**config.mk**
```make
export PLATFORM = sky130hd
export DESIGN_NAME = serial_tx_scheduler
export DESIGN_NICKNAME = d
export VERILOG_FILES = /design/src/rtl/serial_tx_scheduler.sv
export SDC_FILE = /design/constraint.sdc
export NUM_CORES = 1
export LEC_CHECK = 0
export CORE_UTILIZATION = 38
export CTS_BUF_LIST = sky130_fd_sc_hd__clkbuf_4 sky130_fd_sc_hd__clkbuf_8
export DETAILED_ROUTE_END_ITERATION = 8
export PLACE_DENSITY_LB_ADDON = 0.3
export SETUP_SLACK_MARGIN = 0.1
export SLEW_MARGIN = 25
export SYNTH_ARGS = -nofsm -noshare
export SYNTH_HDL_FRONTEND = slang
export SYNTH_SLANG_ARGS = --single-unit
```
**constraint.sdc**
```tcl
create_clock -name clk -period 3.94 [get_ports clk]
set_clock_uncertainty 0.2 [all_clocks]
set_input_delay 0.788 -clock clk [delete_from_list [all_inputs] [get_ports clk]]
set_output_delay 0.788 -clock clk [all_outputs]
set_load 0.005 [all_outputs]
```
**src/rtl/serial_tx_scheduler.sv**
```systemverilog
// serial_tx_scheduler: round-robin arbiter and sequencer for the serial-out datapath.
// Grants one of two byte requesters, and loads the byte into the PISO for one full sr_clock
// period. It then enables transmission until character_sent rises, and holds an idle gap
// before the next frame.
// Optional feature macro: TX_TIMEOUT_EN (bounds the SEND wait and pulses err on expiry).
module serial_tx_scheduler #(
  parameter int unsigned BIT_CLKS     = 16,
  parameter int unsigned GAP_CLKS     = 32,
  parameter int unsigned TIMEOUT_CLKS = 320
) (
  input  logic       clk,
  input  logic       rst,
  input  logic       req_a,
  input  logic [7:0] data_a,
  output logic       ack_a,
  input  logic       req_b,
  input  logic [7:0] data_b,
  output logic       ack_b,
  input  logic       character_sent,
  output logic       sr_load,
  output logic [7:0] sr_data,
  output logic       transmit_en,
  output logic       busy,
  output logic       cur_src,
  output logic       frame_done,
  output logic       err
);

  localparam int unsigned MaxBg   = (BIT_CLKS > GAP_CLKS) ? BIT_CLKS : GAP_CLKS;
  localparam int unsigned MaxClks = (MaxBg > TIMEOUT_CLKS) ? MaxBg : TIMEOUT_CLKS;
  localparam int unsigned CntW    = $clog2(MaxClks) + 1;

  localparam logic [CntW-1:0] LoadReload = CntW'(BIT_CLKS - 1);
  localparam logic [CntW-1:0] GapReload  = CntW'(GAP_CLKS - 1);
`ifdef TX_TIMEOUT_EN
  localparam logic [CntW-1:0] SendReload = CntW'(TIMEOUT_CLKS - 1);
`else
  localparam logic [CntW-1:0] SendReload = '0;
`endif

  localparam logic SrcA = 1'b0;
  localparam logic SrcB = 1'b1;

  typedef enum logic [1:0] {StIdle, StLoad, StSend, StGap} state_e;

  state_e          state_q, state_d;
  logic [CntW-1:0] cnt_q, cnt_d;
  logic            cs_q;
  logic            cs_rise;
  logic            grant;
  logic            grant_src;
  logic            take;
  logic [7:0]      sr_data_q;
  logic            cur_src_q;
  logic            last_grant_q;
  logic            ack_a_q, ack_b_q;
  logic            done_q, done_d;
`ifdef TX_TIMEOUT_EN
  logic            err_q, err_d;
`endif

  // Only a fresh rising edge counts; a level already high on SEND entry is ignored.
  assign cs_rise = character_sent & ~cs_q;

  // Round-robin pick: on a tie the requester that did not win last time goes first.
  always_comb begin
    grant     = 1'b0;
    grant_src = SrcA;
    if (req_a && req_b) begin
      grant     = 1'b1;
      grant_src = ~last_grant_q;
    end else if (req_a) begin
      grant     = 1'b1;
      grant_src = SrcA;
    end else if (req_b) begin
      grant     = 1'b1;
      grant_src = SrcB;
    end
  end

  assign take = (state_q == StIdle) && grant;

  // Next-state logic; the shared down-counter is reloaded on every state entry.
  always_comb begin
    state_d = state_q;
    cnt_d   = cnt_q;
    done_d  = 1'b0;
`ifdef TX_TIMEOUT_EN
    err_d   = 1'b0;
`endif
    unique case (state_q)
      StIdle: begin
        if (grant) begin
          state_d = StLoad;
          cnt_d   = LoadReload;
        end
      end
      StLoad: begin
        if (cnt_q == '0) begin
          state_d = StSend;
          cnt_d   = SendReload;
        end else begin
          cnt_d = cnt_q - 1'b1;
        end
      end
      StSend: begin
        if (cs_rise) begin
          // An edge on the expiry cycle still counts as a completed frame.
          done_d  = 1'b1;
          state_d = StGap;
          cnt_d   = GapReload;
        end
`ifdef TX_TIMEOUT_EN
        else if (cnt_q == '0) begin
          err_d   = 1'b1;
          state_d = StGap;
          cnt_d   = GapReload;
        end else begin
          cnt_d = cnt_q - 1'b1;
        end
`endif
      end
      StGap: begin
        if (cnt_q == '0) begin
          state_d = StIdle;
          cnt_d   = '0;
        end else begin
          cnt_d = cnt_q - 1'b1;
        end
      end
      default: begin
        state_d = StIdle;
        cnt_d   = '0;
      end
    endcase
  end

  // State, counter and edge-detect registers.
  always_ff @(posedge clk or negedge rst) begin
    if (!rst) begin
      state_q <= StIdle;
      cnt_q   <= '0;
      cs_q    <= 1'b0;
    end else begin
      state_q <= state_d;
      cnt_q   <= cnt_d;
      cs_q    <= character_sent;
    end
  end

  // Grant capture and registered one-cycle pulses.
  always_ff @(posedge clk or negedge rst) begin
    if (!rst) begin
      sr_data_q    <= 8'h00;
      cur_src_q    <= SrcA;
      last_grant_q <= SrcB;
      ack_a_q      <= 1'b0;
      ack_b_q      <= 1'b0;
      done_q       <= 1'b0;
    end else begin
      ack_a_q <= take & (grant_src == SrcA);
      ack_b_q <= take & (grant_src == SrcB);
      done_q  <= done_d;
      if (take) begin
        sr_data_q    <= (grant_src == SrcB) ? data_b : data_a;
        cur_src_q    <= grant_src;
        last_grant_q <= grant_src;
      end
    end
  end

`ifdef TX_TIMEOUT_EN
  // Timeout abort pulse, aligned with the first GAP cycle like frame_done.
  always_ff @(posedge clk or negedge rst) begin
    if (!rst) begin
      err_q <= 1'b0;
    end else begin
      err_q <= err_d;
    end
  end

  assign err = err_q;
`else
  assign err = 1'b0;
`endif

  assign ack_a       = ack_a_q;
  assign ack_b       = ack_b_q;
  assign sr_data     = sr_data_q;
  assign cur_src     = cur_src_q;
  assign frame_done  = done_q;
  assign sr_load     = (state_q == StLoad);
  assign transmit_en = (state_q == StLoad) || (state_q == StSend);
  assign busy        = (state_q != StIdle);

endmodule

```
* After elaboration in Yosys (flattened, before gate mapping)
Index checks and enable logic that the tools add are counted. Widths: inputs -> output; s select.
Word-level totals: input port bits 21, flip-flop bits (word level) 26
Cells by class: $add $sub $neg 1, muxes and demuxes 17, equality and inequality tests 7, reduce and logical (&&, ||, !) cells 9, bitwise operators 6
Operators by type and width (number):
- $mux 10 | 3
- $pmux 10 s3 | 1
- $logic_not 10->1 | 1
- $sub 10x1->10 const B | 1
- $mux 2 | 4
- $mux 8 | 1
- $pmux 2 s4 | 1
- $mux 1 | 7
- $ne 2x2->1 const B | 3
- $eq 2x2->1 const B | 2
- $reduce_and 4->1 | 1
- $and 1x1->1 | 3
- $not 1->1 | 3
- $eq 2x1->1 const B | 1
- $logic_and 1x1->1 | 2
- $logic_not 2->1 | 1
- $ne 2x1->1 const B | 1
- $reduce_and 2->1 | 1
- $reduce_bool 2->1 | 1
- $reduce_or 2->1 | 1
- $logic_or 1x1->1 | 1

* Longest topological paths before layout
Gate-level depths: netlist (run 1).
depth in word-level cells 5, gate-level depth with buffers 7, gate-level depth less buffers 6

* Worst setup path before layout (run 1)
Ideal clock, no wire load.
path type reg2reg, start point register cnt_q[0], end point register state_q[1], cell stages (with the launch flop) 7, path buffers 0, slack 1897 ps, arrival 1718 ps, library setup time 125 ps, cells stage by stage dfrtp_1 > inv_1 > ha_1 > or4b_1 > nor3_4 > o21ai_2 > mux2_4
Between the ends: cells in the longest elaborated chain, start to end 3, elaborated cells on any way between the ends 4, those cells by class eq/ne (2); reduce/logical (2)
Ends and longest elaborated chain:
- start: declaration | RTL line 47 | logic [CntW-1:0] cnt_q, cnt_d;
- start signal: assignment | RTL line 146 | cnt_q <= cnt_d;
- $logic_not 10->1 * | RTL line 99, 124
- $ne 2x2->1 (no line) / $ne 2x1->1 (equally long branches)
- $reduce_and 4->1 (no line) *
- end signal: assignment | RTL line 141 | state_q <= StIdle;
- end signal: assignment | RTL line 145 | state_q <= state_d;
- end: declaration | RTL line 46 | state_e state_q, state_d;
Every way passes the cells marked *; elsewhere a longest branch is shown, timed or not. A chain may end at the register's enable or synchronous reset.

* Worst setup path in the final report (run 1)
start point register state_q[0], end point output port busy
Between the ends: cells in the longest elaborated chain, start to end 1
Ends and longest elaborated chain:
- $reduce_bool 2->1 | RTL line 194 | assign busy = (state_q != StIdle);
- end: declaration | RTL line 23 | output logic busy,
Every way passes these cells.

==> results of run 1 <==
final timing paths:
check / slack (ns) / endpoint / start
worst max-delay path: 1.01 / busy / state_q[0]$_DFFE_PN0P_
worst min-delay path: 0.30 / cur_src$_DFFE_PN0P_ / cur_src$_DFFE_PN0P_
worst max register to register: 1.64 / sr_data[2]$_DFFE_PN0P_ / state_q[0]$_DFFE_PN0P_
worst min register to register: 0.30 / cur_src$_DFFE_PN0P_ / cur_src$_DFFE_PN0P_
max in group asynchronous: 2.64 / last_grant_q$_DFFE_PN1P_ / rst
min in group asynchronous: 0.60 / cnt_q[6]$_DFFE_PN0P_ / rst
power groups by stage:
stage	Sequential, uW	Combinational [uW]	Clock (uW)
floorplan	273	2.58	0
global placement	273	28.6	0
detailed placement	272	29.3	0
CTS	268	29.4	190
global route	268	31.4	199
finish	268	28.8	186
sequential cells by signal, summed over array words and instances (netlist names):
signal / cells
frame_done: 1
last_grant_q: 1
cnt_q: 10
cur_src: 1
ack_a: 1
sr_data: 8
ack_b: 1
cs_q: 1
state_q: 2
cell families (layout without fill, tap and decap cells):
family,Yosys count,count (layout),synth area share [%]
other cells,1,1,0.2747
flops,26,26,47.75
buf+inv,20,56,6.325
fa+ha+maj,6,6,5.499
compound gates,43,43,25.30
simple gates,32,32,13.02
mux,2,2,1.833
synth_stat cells, types with 3 or more instances:
cell type | count | area share, %
a21oi_1 | 4 | 1.5
a222oi_1 | 8 | 5.9
dfrtp_1 | 25 | 46
ha_1 | 6 | 5.5
inv_1 | 16 | 4.4
nand2_1 | 7 | 1.9
nand2b_1 | 3 | 1.4
nor2_1 | 11 | 3.0
o21ai_0 | 8 | 2.9
o311ai_0 | 3 | 1.9
worst max-delay path, delay by kind of cell (launching register included):
| family | cells | cell delay [ns] |
|---|---|---|
| buffers and inverters | 3 | 0.77 |
| DFF | 1 | 0.52 |
| adders and majority gates | 1 | 0.32 |
per-stage QoR:
step,setup slack [ns],instances,utilization [%]
final,1.008,212,53.30
after detailed placement,1.314,208,51.75
after floorplan,1.897,130,-
after global routing,0.9140,212,53.30
after CTS,1.005,212,53.30
after global placement,1.426,208,51.75
layout make-up:
| cell class | instances | area, um^2 | area share (%) |
|---|---|---|---|
| inverter | 16 | 60.06 | 3.324 |
| multi-input combinational | 84 | 626.9 | 34.70 |
| timing repair buffer | 36 | 357.8 | 19.81 |
| clock buffer | 3 | 22.52 | 1.247 |
| tap | 46 | 57.56 | 3.186 |
| sequential | 26 | 651.9 | 36.08 |
| clock inverter | 1 | 30.03 | 1.662 |
metal layers:
metal  wire [um]  track usage (%)  up-vias
met2        1557            28.11       35
met4          47            7.937        0
li1            -                -      556
met1        1331            25.29      580
met5           0                0        -
met3         144            2.070        6
==> flow_summary.json, run 1 <==
{
  "groute.usage.overall_pct": 18.01,
  "synth_flop_cell": "dfrtp_1",
  "finalCriticalPeriod_ns": 2.932,
  "final_nets": 194,
  "crit_fanout": 7,
  "drive_gt1_share_pct": 7.831,
  "switchingPower_uw": 93.74,
  "drtPass1Iterations": 6,
  "clockBufferDepth": 2,
  "critical_path_class": "register to primary output",
  "async_reset_ff_share_pct": 100.0,
  "setup-violations-final": 0,
  "antenna_found_initial": 0,
  "finalPower_uw": 482.6,
  "yosysSeqAreaShare_pct": 47.75,
  "place_area_um2": 1754,
  "avgSynthCellArea_um2": 10.50,
  "hold_buffers": 0,
  "maxCapViolCount": 0,
  "antenna_left": 0,
  "cts_setup_buffers": 0,
  "rows": 21,
  "fillCellCount": 306,
  "path_cells": "inv_1 > ha_1 > inv_1 > clkdlybuf4s50_1",
  "p_clk_share_pct": 38.6,
  "drc": 0,
  "vdd_ir_drop_max_v": 0.0001707,
  "core_area_um2": 3390,
  "drt_wl_total_um": 3081,
  "tightest_slew_ns": 0.8303,
  "clk_latency_ns": 0.33,
  "max_stage_delay_ns": 0.52,
  "postSynthCellCount": 130,
  "internal-power_uw": 388.8,
  "p_leak_uw": 0.0008358,
  "start_kind": "register",
  "numCtsBuffers": 3,
  "critPathMostFrequentCell": "inv_1",
  "whs_path_depth": 1,
  "dieWidth_um": 61.94,
  "grt_max_degree": 27,
  "diodes": 0,
  "cts_resized": 0,
  "layout_commonest_cell": "clkdlybuf4s50_1",
  "die-area_um2": 3836,
  "hp-class": "register to register",
  "critPathArrivalTime_ns": 1.94,
  "clock.fmax_mhz": 341.0,
  "wl_per_cell_um": 14.53,
  "synth_cell_types": 43,
  "dieHeight_um": 61.94,
  "power.density_nw_per_um2": 267.1,
  "slew_headroom_pct": 44.64,
  "synth_edf_count": 0,
  "syn_nets": 157,
  "fin_tns_setup_ns": 0,
  "final_cell_mix": "35 x clkdlybuf4s50_1, 25 x dfrtp_1, 16 x inv_1",
  "crit_slowest_cell": "dfrtp_1",
  "clk_pin_slew_ns": 0.15,
  "fin_crit_sh_pct": 74.42,
  "grt_pass1_vias": 1037,
  "design_area_um2": 1807,
  "clkSinkCount": 26,
  "hold_viol_final": 0,
  "gp_congestion": 0.8760,
  "dp_hpwl_um": 2251,
  "r2r_cells": 6,
  "area_delta_synth_final_pct": 32.36,
  "ys_ff_latch": 26,
  "comb_power_share_pct": 6.0,
  "port_buffers": 35,
  "outcome": "complete, no violations",
  "hold_slack_ns": 0.2980,
  "pwr-share-seq_pct": 55.4,
  "grt_pass1_wl_um": 4954,
  "overflow": 0,
  "cts_tree": "yes",
  "vias": 1177,
  "first_iter_violations": 83,
  "cts-htree-levels": 1,
  "clockRootBuffer": "clkbuf_4",
  "rsz0062_at_grt": "no",
  "netlist_area_um2": 1365,
  "worst_setup_path_end_kind": "primary output",
  "critPathRequiredTime_ns": 2.95,
  "drv_slew": 0,
  "start_util_pct": 40.27,
  "ys_warn_count": 0,
  "vias_per_cell": 5.552,
  "num_io_pins": 37,
  "sw_frac_of_total_pct": 19.42
}
(Power assumes the default switching activity.)
==> run 2: changes to the inputs <==
Clock period 3.94 ns to 2.7 ns, I/O delays scaled along.
==> flow_summary.json, run 2 (synthesis results as in run 1) <==
{
  "numCtsBuffers": 3,
  "setup-violations-final": 0,
  "cts-htree-levels": 1,
  "path_cells": "inv_1 > ha_2 > inv_1 > clkdlybuf4s50_1",
  "cts_tree": "yes",
  "drive_gt1_share_pct": 11.18,
  "port_buffers": 35,
  "finalPower_uw": 607.1,
  "vdd_ir_drop_max_v": 0.0002764,
  "drc": 0,
  "final_cell_mix": "35 x clkdlybuf4s50_1, 24 x dfrtp_1, 16 x inv_1",
  "largest_reg_flops": 10,
  "routed.top_layer": "met4",
  "num_io_pins": 37,
  "p_leak_uw": 0.0008454,
  "wl_met2_um": 1562,
  "hold_slack_ns": 0.2993,
  "final_nets": 198,
  "hold_viol_final": 0,
  "worst_setup_path_end_kind": "primary output",
  "groute.usage.overall_pct": 16.75,
  "start_util_pct": 40.27,
  "clockRootBuffer": "clkbuf_4",
  "first_iter_violations": 48,
  "place_area_um2": 1784,
  "finalCriticalPeriod_ns": 2.519,
  "critPathMostFrequentCell": "inv_1",
  "clockBufferDepth": 2,
  "maxCapViolCount": 0,
  "die-area_um2": 3836,
  "diodes": 0,
  "antenna_found_initial": 0,
  "grt_max_degree": 27,
  "drt_wl_total_um": 3003,
  "fin_crit_sh_pct": 93.31,
  "cts_setup_buffers": 0,
  "fillCellCount": 307,
  "antenna_left": 0,
  "grt_pass1_vias": 1072,
  "sw_frac_of_total_pct": 20.13,
  "pwr-share-seq_pct": 64.3,
  "critPathTopFamily": "buffers and inverters",
  "internal-power_uw": 484.8,
  "clk_pin_slew_ns": 0.13,
  "rrSetupSlack_ns": 0.47,
  "gp_congestion": 0.8616,
  "drtPass1Iterations": 5,
  "switchingPower_uw": 122.2,
  "rows": 21,
  "crit_slowest_cell": "dfrtp_2",
  "drt-met1-wl_um": 1274,
  "outcome": "complete, no violations",
  "critPathRequiredTime_ns": 1.96,
  "design_area_um2": 1818,
  "fin_tns_setup_ns": 0,
  "wl_per_cell_um": 13.90,
  "crit_buf_inv": 3,
  "area_delta_synth_final_pct": 33.18,
  "clock.fmax_mhz": 396.9,
  "critical_path_class": "register to primary output",
  "overflow": 0,
  "crit_fanout": 7,
  "core_area_um2": 3390,
  "power.density_nw_per_um2": 333.9,
  "start_kind": "register",
  "comb_power_share_pct": 6.9,
  "rsz0062_at_grt": "no",
  "hp-class": "register to register",
  "drv_slew": 0,
  "clkSinkCount": 26,
  "layout_commonest_cell": "clkdlybuf4s50_1",
  "max_stage_delay_ns": 0.49,
  "clk_latency_ns": 0.31,
  "critPathArrivalTime_ns": 1.78,
  "top_register": "cnt_q",
  "dieHeight_um": 61.94,
  "grt_pass1_wl_um": 4719,
  "vias": 1173,
  "p_clk_share_pct": 28.8,
  "dp_hpwl_um": 2307,
  "dieWidth_um": 61.94,
  "vias_per_cell": 5.431,
  "wl_met3_um": 121
}
[run 2: per-layer routing]
layer	global-route usage (%)	vias to the layer above
li1	-	566
met1	22.05	573
met4	3.810	0
met5	0	-
met3	3.727	4
met2	28.26	30
[run 2: what timing repair did]
item	4_1_cts	5_1_grt
hold buffers	0	0
resized for setup	2	0
setup endpoints to repair	1	0
[run 2: power by group through the flow]
| stage | Sequential (uW) | Clock (uW) | Combinational (uW) |
|---|---|---|---|
| floorplan | 398 | 0 | 3.77 |
| global placement | 398 | 0 | 41.6 |
| detailed placement | 398 | 0 | 42.9 |
| CTS | 390 | 186 | 43.1 |
| global route | 391 | 201 | 45.7 |
| finish | 390 | 175 | 42.0 |
[run 2: final cells by class]
| class | instances | area (um^2) | area share [%] |
|---|---|---|---|
| Tap cell | 46 | 57.56 | 3.166 |
| Clock buffer | 4 | 30.03 | 1.652 |
| Sequential cell | 26 | 653.1 | 35.93 |
| Timing Repair Buffer | 40 | 387.9 | 21.34 |
| Multi-Input combinational cell | 84 | 629.4 | 34.62 |
| Inverter | 16 | 60.06 | 3.304 |
[run 2: final timing paths]
check / cells past startpoint / startpoint / endpoint
min reg2reg: 1 / cur_src$_DFFE_PN0P_ / cur_src$_DFFE_PN0P_
max reg2reg: 6 / cnt_q[0]$_DFFE_PN0P_ / state_q[1]$_DFFE_PN0P_
max: 4 / state_q[0]$_DFFE_PN0P_ / busy
max in group asynchronous: 2 / rst / last_grant_q$_DFFE_PN1P_
min in group asynchronous: 2 / rst / cnt_q[8]$_DFFE_PN0P_
min: 1 / cur_src$_DFFE_PN0P_ / cur_src$_DFFE_PN0P_
[run 2: per-stage QoR]
stage,util [%],std cells,worst slack [ns]
3_5_place_dp,52.64,212,0.3478
5_1_grt,53.64,216,0.1087
6_report,53.64,216,0.1805
3_3_place_gp,52.64,212,0.4294
4_1_cts,53.64,216,0.1536
2_1_floorplan,-,130,0.6574
